`config.mk`:
```
export PLATFORM = sky130hd
export DESIGN_NAME = pop_counter_bank
export DESIGN_NICKNAME = d
export VERILOG_FILES = /design/src/rtl/pop_cnt_pkg.sv /design/src/rtl/pop_cnt_chan.sv /design/src/rtl/pop_counter_bank.sv
export SDC_FILE = /design/constraint.sdc
export NUM_CORES = 1
export LEC_CHECK = 0
export ABC_AREA = 1
export BUFFER_PORTS_ARGS = -buffer_cell sky130_fd_sc_hd__buf_4
export CAP_MARGIN = 0
export CORE_MARGIN = 10
export CORE_UTILIZATION = 32
export DETAILED_ROUTE_END_ITERATION = 10
export GPL_TIMING_DRIVEN = 0
export HOLD_SLACK_MARGIN = 0.1
export PLACE_DENSITY_LB_ADDON = 0.2
export SLEW_MARGIN = 20
export SYNTH_ARGS = -nofsm -noshare
export SYNTH_HDL_FRONTEND = slang
export SYNTH_SLANG_ARGS = --single-unit
```
`constraint.sdc`:
```
create_clock -name clk -period 3 [get_ports clk]
set_input_delay 0.3 -clock clk [delete_from_list [all_inputs] [get_ports clk]]
set_output_delay 0.3 -clock clk [all_outputs]
set_load 0.005 [all_outputs]
```
`src/rtl/pop_cnt_pkg.sv`:
```
// Shared types, default sizes and the counter step function for the pop counter bank.
package pop_cnt_pkg;

  typedef enum logic {
    IDLE = 1'b0,
    DUMP = 1'b1
  } pc_state_t;

  localparam int DEF_NUM_CH = 5;
  localparam int DEF_CNT_W  = 5;
  localparam int DEF_IDX_W  = 3;

  typedef struct packed {
    logic        ovf;
    logic [31:0] cnt;
  } cnt_step_t;

  // Next value of a counter whose all-ones value is cnt_max; ovf flags an increment from max.
  function automatic cnt_step_t cnt_step(input logic [31:0] cnt,
                                         input logic [31:0] cnt_max,
                                         input logic        sat);
    cnt_step_t r;
    r.ovf = (cnt == cnt_max);
    if (!r.ovf)   r.cnt = cnt + 32'd1;
    else if (sat) r.cnt = cnt_max;
    else          r.cnt = '0;
    return r;
  endfunction

endpackage

```
`src/rtl/pop_cnt_chan.sv`:
```
// One pop counter: increments on pop, saturates or wraps, sticky overflow, clear-on-read.
module pop_cnt_chan
  import pop_cnt_pkg::*;
#(
  parameter int CNT_W = DEF_CNT_W
) (
  input  logic             clk,
  input  logic             reset_L,
  input  logic             pop,
  input  logic             clr,
  input  logic             sat_mode,
  output logic [CNT_W-1:0] cnt,
  output logic             ovf
);

  localparam logic [CNT_W-1:0] CNT_MAX = '1;

  cnt_step_t        step;
  logic [CNT_W-1:0] cnt_inc;

  assign step    = cnt_step(32'(cnt), 32'(CNT_MAX), sat_mode);
  assign cnt_inc = CNT_W'(step.cnt);

  // A clear in the same cycle as a pop restarts at 1 so the pop is kept.
  always_ff @(posedge clk or negedge reset_L) begin
    if (!reset_L) begin
      cnt <= '0;
      ovf <= 1'b0;
    end else if (clr) begin
      cnt <= CNT_W'(pop);
      ovf <= 1'b0;
    end else if (pop) begin
      cnt <= cnt_inc;
      if (step.ovf) ovf <= 1'b1;
    end
  end

endmodule

```
`src/rtl/pop_counter_bank.sv`:
```
// Bank of per-channel pop counters with single-channel read and full dump read-out.
//   state | meaning
//   IDLE  | accepts req; single reads complete here
//   DUMP  | streaming channel ptr each cycle, req ignored
module pop_counter_bank
  import pop_cnt_pkg::*;
#(
  parameter int NUM_CH = DEF_NUM_CH,
  parameter int CNT_W  = DEF_CNT_W,
  parameter int IDX_W  = DEF_IDX_W
) (
  input  logic              clk,
  input  logic              reset_L,
  input  logic [NUM_CH-1:0] pop,
  input  logic              req,
  input  logic              dump,
  input  logic [IDX_W-1:0]  idx,
  input  logic              clr_on_rd,
  input  logic              sat_mode,
  output logic              valid,
  output logic [CNT_W-1:0]  data_out,
  output logic [IDX_W-1:0]  idx_out,
  output logic              err,
  output logic              busy,
  output logic [NUM_CH-1:0] ovf
);

  localparam logic [IDX_W-1:0] LAST_CH = IDX_W'(NUM_CH - 1);
  localparam logic [IDX_W:0]   NUM_CH_X = (IDX_W + 1)'(NUM_CH);

  pc_state_t         state;
  logic [IDX_W-1:0]  ptr;
  logic              clr_hold;

  logic [CNT_W-1:0]  cnt [NUM_CH];
  logic [NUM_CH-1:0] clr_vec;

  logic              rd_en;
  logic              rd_err;
  logic              rd_clr;
  logic [IDX_W-1:0]  rd_sel;
  logic [CNT_W-1:0]  rd_data;

  for (genvar i = 0; i < NUM_CH; i++) begin : g_chan
    pop_cnt_chan #(.CNT_W(CNT_W)) u_chan (
      .clk      (clk),
      .reset_L  (reset_L),
      .pop      (pop[i]),
      .clr      (clr_vec[i]),
      .sat_mode (sat_mode),
      .cnt      (cnt[i]),
      .ovf      (ovf[i])
    );
  end

  always_comb begin
    rd_en  = 1'b0;
    rd_err = 1'b0;
    rd_clr = 1'b0;
    rd_sel = idx;
    case (state)
      IDLE: begin
        if (req) begin
          rd_en  = 1'b1;
          rd_sel = dump ? '0 : idx;
          rd_err = !dump && ({1'b0, idx} >= NUM_CH_X);
          rd_clr = clr_on_rd && !rd_err;
        end
      end
      DUMP: begin
        rd_en  = 1'b1;
        rd_sel = ptr;
        rd_clr = clr_hold;
      end
      default: ;
    endcase
  end

  // Out-of-range selects match no channel, so they read as zero and clear nothing.
  always_comb begin
    rd_data = '0;
    clr_vec = '0;
    for (int i = 0; i < NUM_CH; i++) begin
      if (rd_sel == IDX_W'(i)) begin
        rd_data    = cnt[i];
        clr_vec[i] = rd_clr;
      end
    end
  end

  always_ff @(posedge clk or negedge reset_L) begin
    if (!reset_L) begin
      state    <= IDLE;
      ptr      <= '0;
      clr_hold <= 1'b0;
      valid    <= 1'b0;
      data_out <= '0;
      idx_out  <= '0;
      err      <= 1'b0;
    end else begin
      valid <= rd_en;
      if (rd_en) begin
        data_out <= rd_data;
        idx_out  <= rd_sel;
        err      <= rd_err;
      end
      case (state)
        IDLE: begin
          if (req && dump) begin
            state    <= DUMP;
            ptr      <= IDX_W'(1);
            clr_hold <= clr_on_rd;
          end
        end
        DUMP: begin
          ptr <= ptr + IDX_W'(1);
          if (ptr == LAST_CH) state <= IDLE;
        end
        default: state <= IDLE;
      endcase
    end
  end

  assign busy = (state == DUMP);

endmodule

```
Word level (Yosys, flattened, before mapping)
Cells that the tools add are included.

word-level totals
  register bits after elaboration = 45
  bits in latches = 0
  RAM bits = 0
  ROM bits = 0
  bits of input ports = 14
  output and inout bits = 16
  word-level logic and storage cells = 113
  memories kept = 0

cells by class
  add/subtract/negate cells = 6
  multiply operators = 0
  div/mod/pow operators = 0
  order comparisons = 1
  eq/ne operators = 11
  shifts and indexed selects = 0
  mux-type cells = 55
  bitwise logic cells = 1
  reductions and logical operators = 22

operators by type and width
  cell                                                                    count
  5-bit two-way mux                                                       21
  1-bit two-way mux                                                       26
  5-bit by 1-bit adder with 5-bit output (second input constant)          5
  5-bit equality test (second input constant)                             5
  2-bit nonzero test                                                      10
  3-bit case mux with 2 select lines                                      2
  2-bit AND reduction                                                     6
  3-bit two-way mux                                                       3
  3-bit by 2-bit equality test with 1-bit output (second input constant)  2
  3-bit equality test (second input constant)                             2
  1-bit case mux with 2 select lines                                      3
  3-bit by 1-bit adder with 3-bit output (second input constant)          1
  3-bit by 1-bit equality test with 1-bit output (second input constant)  1
  3-bit greater-or-equal comparator (second input constant)               1
  1-bit logical AND                                                       3
  3-bit logical NOT                                                       1
  1-bit logical NOT                                                       2
  2-bit inequality test (second input constant)                           1
  1-bit inverter                                                          1

Logic depth before layout (Yosys ltp)
Gate-level depths: netlist of the first run.

  depth in word-level cells = 9
  depth in mapped cells = 11
  gate-level depth less buffers = 11

Cells and area by module
From an unflattened synthesis of the first run, not the netlist that was laid out.

second synthesis, totals
  cells, all modules = 379
  area total of the unflattened synthesis = 2,822.7 µm²

modules (own cells, without submodules)
  module            times used  cells an instance  area each (µm²)  seq. area each (µm²)
  pop_cnt_chan      5           46                 347.8            150.1
  pop_counter_bank  1           149                1,083.5          375.4

Least setup slack after synthesis of the first run
Ideal clock, no wire load.

  kind = flip-flop to flip-flop
  start point = reg g_chan[3].u_chan.cnt[0]
  end point = reg g_chan[3].u_chan.cnt[3]
  library setup time = 0.063 ns
  data arrival time = 1.464 ns
  required time = 2.937 ns
  path slack = 1.473 ns
  stages on the path, launching flop included = 12
  buffers on the path = 0
  period minus slack after synthesis = 1.527 ns
  cell sequence = dfrtp_1 ha_1 nand2_1 nor2_1 ha_1 inv_1 nor2_1 nor2_1 o21ai_0 o21ai_0 nand2_1 inv_1

between the ends
  longest elaborated chain between the ends = 4
  elaborated cells on any way between the ends = 5
  those cells by class = add/sub (1); eq/ne (1); mux (3)

RTL lines
  what                                                                           line                                  RTL
  from (decl)                                                                    pop_cnt_chan.sv:12                    output logic [CNT_W-1:0] cnt,
  from (signal assigned)                                                         pop_cnt_chan.sv:30                    cnt <= CNT_W'(pop);
  from (signal assigned)                                                         pop_cnt_chan.sv:33                    cnt <= cnt_inc;
  5-bit by 1-bit adder with 5-bit output or 5-bit equality test (tied branches)  pop_cnt_pkg.sv:24, pop_cnt_pkg.sv:23
  5-bit two-way mux (*)                                                          pop_cnt_pkg.sv:24                     if (!r.ovf) r.cnt = cnt + 32'd1;
  5-bit two-way mux (*)                                                          pop_cnt_chan.sv:32                    end else if (pop) begin
  5-bit two-way mux (*)                                                          pop_cnt_chan.sv:29                    end else if (clr) begin

Every way passes the cells marked *; elsewhere a longest branch is shown, timed or not. The select of a mux whose other input is x is not followed.
A chain may end at the register's enable or synchronous reset.

Worst setup path in the final report of the first run
Same ends and word-level chain as after synthesis.

==> results.txt, run 1 <==
The post-route cell area came out at 3260 sq um. By instance count, the cell type seen most on the critical path is sky130_fd_sc_hd__nor2_1. The critical path goes through ha_1, nand2_1, nor2_1, ha_1, inv_1, nor2_1, nor2_1, o21ai_0, o21ai_0, nand2_1, inv_1.

The cell leakage power came out at 1.79 nW. Summed over all failing endpoints, the final setup total negative slack is 0 ns. The repair_antennas step left the layout with diodes totalling 0.

The number of cells produced by synthesis came out at 375. The final HPWL from detailed placement came out at 4.72 mm. For the worst setup path, the data required time is 3.24 ns. The maximum clock frequency is 554 MHz.

The number of flip-flops and latches in the synthesized netlist is 45. The number of failing setup endpoints in the final timing report is 0. Yosys instantiated no cell more often than sky130_fd_sc_hd__nand2_1.

The arrival time of the worst setup path is 2.05 ns. The final-report max-slew violation count is 0. The via total after detailed routing is 2346. After synthesis, the most frequently instantiated cells are 101 x sky130_fd_sc_hd__nand2_1, 57 x sky130_fd_sc_hd__inv_1, 45 x sky130_fd_sc_hd__dfrtp_1.

The number of global-route vias before repair is 2339. The routed wire length is 6.27 mm. TritonCTS built the clock tree.

The post-synth net total is 401. The biggest area contributor in the post-synthesis netlist is sky130_fd_sc_hd__dfrtp_1. Measured along the y axis, the die boundary spans 114 microns. The final number of hold-violating endpoints was 0.

After detailed routing, the number of vias per cell comes to 4.52. The combinational family with the most area after synthesis is simple AND/OR/NAND/NOR gates. The critical path launch point type is a register. At the pin with the least slew margin, the transition time is 0.586 ns.

In this run, the number of DRC markers left after iteration 0 of detailed routing was 94. The remaining global-route overflow came out at 0. The cell row count is 34. The TritonCTS buffer count came out at 5. The power per cell area is 945 nW/um^2. The first global-routing pass estimated 11.0 mm of wire. The synthesized area per cell is 7.48 sq um. The class of the worst hold path is in2reg. The total DRC errors in the routed layout came out at 0.

The pre-antenna-repair detailed-routing pass consisted of 4 iterations. The layout-stage area growth over the synthesis result is 16.4%. The slowest stage of the critical path is the sky130_fd_sc_hd__dfrtp_1 cell. The final net count is 437. Counting along the longest clock path gives a buffer depth of 2. The clock slew at the register clock pins of the worst setup and hold paths is 0.09 ns. The area share of the largest cell type after synthesis is 40.2%. After detailed placement, the total cell area comes to 3150 sq um. The total number of yosys warnings came out at 0. The H-tree was split into 2 levels. The cell at the root of the clock tree is sky130_fd_sc_hd__clkbuf_8.

Measured against the total synthesized area, the mux share comes to 0.402%. The largest net degree at the start of global routing came out at 46. The xor/xnor cell area share of the yosys netlist came out at 1.87%. The depth of the worst hold-timing path came out at 3.

The number of gates given a new drive strength after cts came out at 0. Clock tree synthesis found a total of 45 sinks. The chip width came out at 114 microns. The path depth of the worst reg2reg path is 11. The mapped cell area is 2800 sq um. Across the routed clock network, the largest skew measured is 0.00936 ns. IR analysis of the VDD net gives a maximum drop of 0.347 mV. The largest single stage delay on the critical path is 0.44 ns. The headroom to the max-slew limit is 60.9%.

The initial antenna violation count came out at 0. The count of buffers added on input and output ports is 28. The run finished with clean final reports. The simple-gate share of the synthesized area is 29.8%. The die covers 12900 sq um. The count of distinct cell types in the synthesized netlist is 31. Summing the areas of all compound-gate instances in the mapped netlist gives 11.2% of the synthesized area. The clock insertion delay at the later pin of the skew report is 0.30 ns. The maximum fanout along the worst path came out at 5. The number of maximum-capacitance constraint violations came out at 0. The total chip power came out at 3.08 mW. In the final routed layout, each cell accounts on average for 12.1 microns. The setup path with the least slack is of type reg2reg.

The top-level I/O count came out at 30. The smallest clock period supported by the final layout is computed as 1.81 ns. Routability-driven placement finished with a final weighted congestion of 0.852. By area the synthesized netlist is led by sky130_fd_sc_hd__dfrtp_1 40%, sky130_fd_sc_hd__nand2_1 14%, sky130_fd_sc_hd__inv_1 7.6%. The core region area is 8640 sq um. The capturing element type of the critical path is a register.

Setup repair after global routing left no endpoint under its margin. Cells with a size suffix above 1 make up 16.1% of the layout. The main flop type after synthesis is sky130_fd_sc_hd__dfrtp_1.

The number of synthesized flops with an enable pin came out at 0. The detail route stage leaves a number of antenna-violating nets equal to 0. The overall track demand over capacity in global routing came out at 10.2%. The worst path uses 60.2% of the clock period. After synthesis, the share of flip-flops with an asynchronous set or reset is 100%. Once the floorplan was initialized, standard cells occupied 32.5% of the core. The sequential cell area fraction in the yosys report came out at 40.2%. The adder and majority gate portion of the synthesized area is 5.35%.
==> metal layers <==
| layer | GRT usage, % | share of wire, % | up-vias |
|---|---|---|---|
| met5 | 0 | 0 | - |
| met2 | 16.4 | 44 | 32 |
| met4 | 4.15 | 2.4 | 0 |
| met1 | 13.0 | 49 | 1054 |
| li1 | - | - | 1250 |
| met3 | 2.31 | 3.8 | 10 |
==> logic make-up (layout without fill, tap and decap cells) <==
| group | count (synthesis) | after routing |
|---|---|---|
| compound gates | 57 | 57 |
| xor+xnor | 6 | 6 |
| fa+ha+maj | 12 | 12 |
| buf+inv | 71 | 107 |
| flops | 45 | 45 |
| mux | 1 | 1 |
| simple gates | 183 | 183 |
==> cells in the final DEF (no fill, tap or decap), types with 7 or more instances in the layout <==
| cell | instances |
|---|---|
| sky130_fd_sc_hd__inv_1 | 57 |
| sky130_fd_sc_hd__nand2_1 | 101 |
| sky130_fd_sc_hd__nor2_1 | 36 |
| sky130_fd_sc_hd__ha_1 | 12 |
| sky130_fd_sc_hd__nand3_2 | 7 |
| sky130_fd_sc_hd__buf_4 | 33 |
| sky130_fd_sc_hd__nand3_1 | 25 |
| sky130_fd_sc_hd__a21oi_1 | 10 |
| sky130_fd_sc_hd__dfrtp_1 | 45 |
| sky130_fd_sc_hd__o21ai_0 | 30 |
==> layout make-up <==
type,instances,area (sq um)
Fill cell,920,5370
Multi-Input combinational cell,259,1360
Sequential cell,45,1130
Inverter,60,230
Timing Repair Buffer,29,220
Tap cell,108,135
Buffer,11,83.8
Clock buffer,5,68.8
Clock inverter,2,35.0
==> repair_timing <==
action	4_1_cts	5_1_grt
hold buffers	1	0
buffers inserted	0	0
hold endpoints to repair	45	0
==> metrics by stage <==
step                utilization, %  hold WS (ns)  cells  setup slack, ns
floorplan                        -       0.00441    375             1.47
global placement              36.5         0.360    511             1.25
detailed placement            36.5         0.351    511             1.23
CTS                           37.8         0.196    519             1.20
global route                  37.8         0.213    519            0.973
finish                        37.8         0.211    519             1.19
==> final timing paths <==
| kind | from | endpoint | slack [ns] |
|---|---|---|---|
| hold reg to reg | data_out[1] | data_out[1] | 0.49 |
| setup reg to reg | g_chan[3].u_chan.cnt[0] | g_chan[3].u_chan.cnt[3] | 1.19 |
| max in group asynchronous | reset_L | g_chan[4].u_chan.cnt[3] | 2.06 |
| hold / removal | pop[1] | g_chan[1].u_chan.cnt[0] | 0.21 |
| setup / recovery | g_chan[3].u_chan.cnt[0] | g_chan[3].u_chan.cnt[3] | 1.19 |
| min in group asynchronous | reset_L | g_chan[0].u_chan.ovf | 0.54 |
==> flip-flops by register name, summed over array words and instances (netlist names) <==
signal,flops
ptr,3
clr_hold,1
g_chan.u_chan.cnt,25
valid,1
g_chan.u_chan.ovf,5
err,1
data_out,5
idx_out,3
busy,1
==> power by group <==
group / internal (mW) / leakage, nW / switching (mW)
registers: 0.856 / 0.573 / 0.239
clock network: 0.242 / 0.0540 / 0.207
logic: 0.643 / 1.16 / 0.897
==> critical path, delay by kind of cell (launching register included) <==
kind	cells	cell delay, ns
AO/OA/AOI/OAI	2	0.21
adder cells (fa/ha/maj)	2	0.45
buffers and inverters	2	0.18
flip-flops	1	0.44
AND/OR/NAND/NOR	5	0.47
Power figures use the tool's default switching activity.
==> run 2: changes to the inputs <==
==> constraint.sdc (replaced) <==
create_clock -name clk -period 1.6 [get_ports clk]
set_input_delay 0.16 -clock clk [delete_from_list [all_inputs] [get_ports clk]]
set_output_delay 0.16 -clock clk [all_outputs]
set_load 0.005 [all_outputs]
==> run 2 against run 1 <==
Effect of this change:
- wire length up 9.1%
- hold slack worse by 0.062 ns
- cell area up 13%
- power up 110%
- combinational power up 130%
- global-route usage up 0.33 points
- sequential power up 84%
- highest routed layer unchanged
- critical path depth unchanged
- clock skew about the same
==> results.txt, run 2 (same netlist as run 1, synthesis figures left out) <==
Setup slack on the critical path of the routed design comes to 0.0631 ns. In this run the core area contains 34 standard-cell rows. The tightest min-delay check is of the in2reg type.

The final RePlAce weighted congestion came out at 0.852. 30 I/O pins were placed. The path depth of the worst reg2reg path is 11. Across all layers, the routed design uses 2500 vias. The number of I/O port buffers came out at 28. For this run the aggregate overflow at the end of global routing stands at 0. The clock tree skew after final layout came out at 0.00902 ns. Setup repair after global routing could not meet its margin everywhere. The final antenna diode count came out at 0. In the layout the commonest cells are 92 x sky130_fd_sc_hd__nand2_1, 54 x sky130_fd_sc_hd__buf_4, 53 x sky130_fd_sc_hd__inv_1. The initial antenna violation count is 0.

The first global-routing pass estimated 11.3 mm of wire. The power per cell area is 1730 nW/um^2. The TritonCTS buffer count is 5. The wire length per cell after detailed routing is 12.5 microns. The final net count is 466. The floorplan die height is 114 microns. The remaining antenna violation count after routing is 0. For this run, the share of the core covered by cells in the final layout is 42.8%. The total number of cells along the worst setup path is 11.

The final-report max-slew violation count was 0. Walking the worst path, the cells encountered are ha_2, nand2_2, nor2_2, ha_2, inv_2, nor2_4, nor2_4, o21ai_1, o21ai_1, nand2_1, inv_1. The filler cell count in the final layout is 887.

The area of the die came out at 12900 sq um. The cell at the root of the clock tree is sky130_fd_sc_hd__clkbuf_8. Summed over all nets, the half-perimeter wirelength after detailed placement is 4.72 mm. The largest net degree at the start of global routing came out at 46.

STA classifies the critical path startpoint as a register. Leaving out fill and tap cells, the most frequent cell in the layout is sky130_fd_sc_hd__nand2_1. The maximum clock frequency is 651 MHz. For the pin with the worst max-slew slack, the measured transition is 0.880 ns. Clock latency on the worst-skew pair, taken at its later pin, is 0.30 ns.

The starting utilization of the core area is 32.5%. Data on the critical path is required at its endpoint by 1.80 ns. The clock slew at the register clock pins of the worst setup and hold paths came out at 0.08 ns. The average via count per standard cell is 4.56. VDD sags by at most 0.741 mV. Relative to the synthesized area, the layout overhead comes to 31.9%. The kind of cell with the highest combined delay along the critical path is simple AND/OR/NAND/NOR gates. The register with the most flip-flops in the layout has 25 of them. The cell with the largest stage delay on the worst path is sky130_fd_sc_hd__dfrtp_1. The worst setup slack before clock tree synthesis is -0.173 ns. The depth of the worst hold-timing path is 3. The number of failing setup endpoints in the final timing report is 0. The DRC violation total after the first TritonRoute iteration is 106. The largest single stage delay on the critical path is 0.37 ns. The chip width came out at 114 microns. In the final layout, the registers with the most flip-flops are g_chan.u_chan.cnt x25, data_out x5, g_chan.u_chan.ovf x5. The number of global-route vias before repair is 2424.

The core region area came out at 8640 sq um. The final number of hold-violating endpoints is 0. The share of post-route cells with drive strength above 1 is 30.2%. The register with the most flip-flops in the final layout is g_chan.u_chan.cnt.

Of all nets on the critical path, the largest fanout is 4. The headroom to the max-slew limit is 41.4%. The category of the critical setup timing path is reg2reg. The overall track demand over capacity in global routing is 10.6%. The critical path contains buffers and inverters numbering 2 combined. The analysis attributes to cell leakage a power of 1.92 nW. The flow ran to the end, and the final reports show no timing, DRC or antenna violations.

The TritonCTS clock tree is built. The number of detailed-route iterations in the first pass is 4. The routed wire length came out at 6.84 mm. The total DRC errors in the routed layout is 0.

The capturing element type of the critical path is a register. The number of H-tree levels came out at 2. For the worst setup path, the data arrival time is 1.74 ns. The longest clock path from root to sink contains 2 buffers. Across the run, the number of max-cap violations was 0.

Adding up every negative setup slack in the final design gives 0 ns. The final critical-path required period is 1.54 ns. Hold timing on the final database bottoms out at a slack of 0.149 ns. The tree built by TritonCTS fans out to 45 sinks. The post-route clock period utilization is 96.1%.
[run 2: cell count changes in the layout (fill, tap and decap cells not counted), moves of 10 or more]
cell	delta
sky130_fd_sc_hd__buf_4	+21
sky130_fd_sc_hd__nor2_1	-17
sky130_fd_sc_hd__o21ai_0	-14
sky130_fd_sc_hd__o21ai_1	+13
sky130_fd_sc_hd__ha_1	-10
[run 2: where the power goes]
part,internal (mW),switching [mW],total (mW)
Clock,0.455,0.392,0.846
Sequential,1.61,0.401,2.01
Combinational,1.55,1.99,3.54
Total,3.61,2.78,6.39
[run 2: worst min-delay path, stage by stage]
cell,delay (ns)
sky130_fd_sc_hd__buf_4,0.12
sky130_fd_sc_hd__inv_1,0.06
sky130_fd_sc_hd__o31ai_1,0.07
[run 2: per-stage QoR]
stage               total power, mW  std cells  area, sq um
floorplan                      4.15        375         2800
global placement               4.96        511         3150
detailed placement             5.00        511         3150
CTS                            6.08        536         3430
global route                   7.08        548         3700
finish                         6.39        548         3700
[run 2: area by class of cell]
type / count / area, sq um / share of cell area (%)
repair buffers: 58 / 448 / 12.1
well taps: 108 / 135 / 3.65
multi-input cells: 259 / 1560 / 42.0
flip-flops and latches: 45 / 1130 / 30.5
plain buffers: 11 / 87.6 / 2.37
inverters: 60 / 240 / 6.50
clock inverters: 2 / 35.0 / 0.947
clock buffers: 5 / 68.8 / 1.86
[run 2: layer usage]
metal / track usage [%] / up-vias / wire [microns]
met1: 13.2 / 1146 / 3280
met5: 0 / - / 0
li1: - / 1313 / -
met2: 17.5 / 31 / 3200
met3: 2.26 / 10 / 206
met4: 3.64 / 0 / 153
[run 2: final timing paths]
| path | startpoint | endpoint | slack, ns |
|---|---|---|---|
| worst max register to register | g_chan[3].u_chan.cnt[0] | g_chan[3].u_chan.cnt[3] | 0.06 |
| min in group asynchronous | reset_L | g_chan[0].u_chan.ovf | 0.40 |
| worst min register to register | data_out[1] | data_out[1] | 0.49 |
| worst max-delay path | g_chan[3].u_chan.cnt[0] | g_chan[3].u_chan.cnt[3] | 0.06 |
| worst min-delay path | req | err | 0.15 |
| max in group asynchronous | reset_L | g_chan[4].u_chan.cnt[0] | 0.77 |
[run 2: repair_timing]
action / in CTS / in global routing
resized for setup: 15 / 64
buffers inserted: 11 / 10
hold buffers: 7 / 0
setup endpoints to repair: 22 / 35
pin swaps: 5 / 27
gates cloned: 0 / 2
endpoints found under the hold margin: 51 / 0
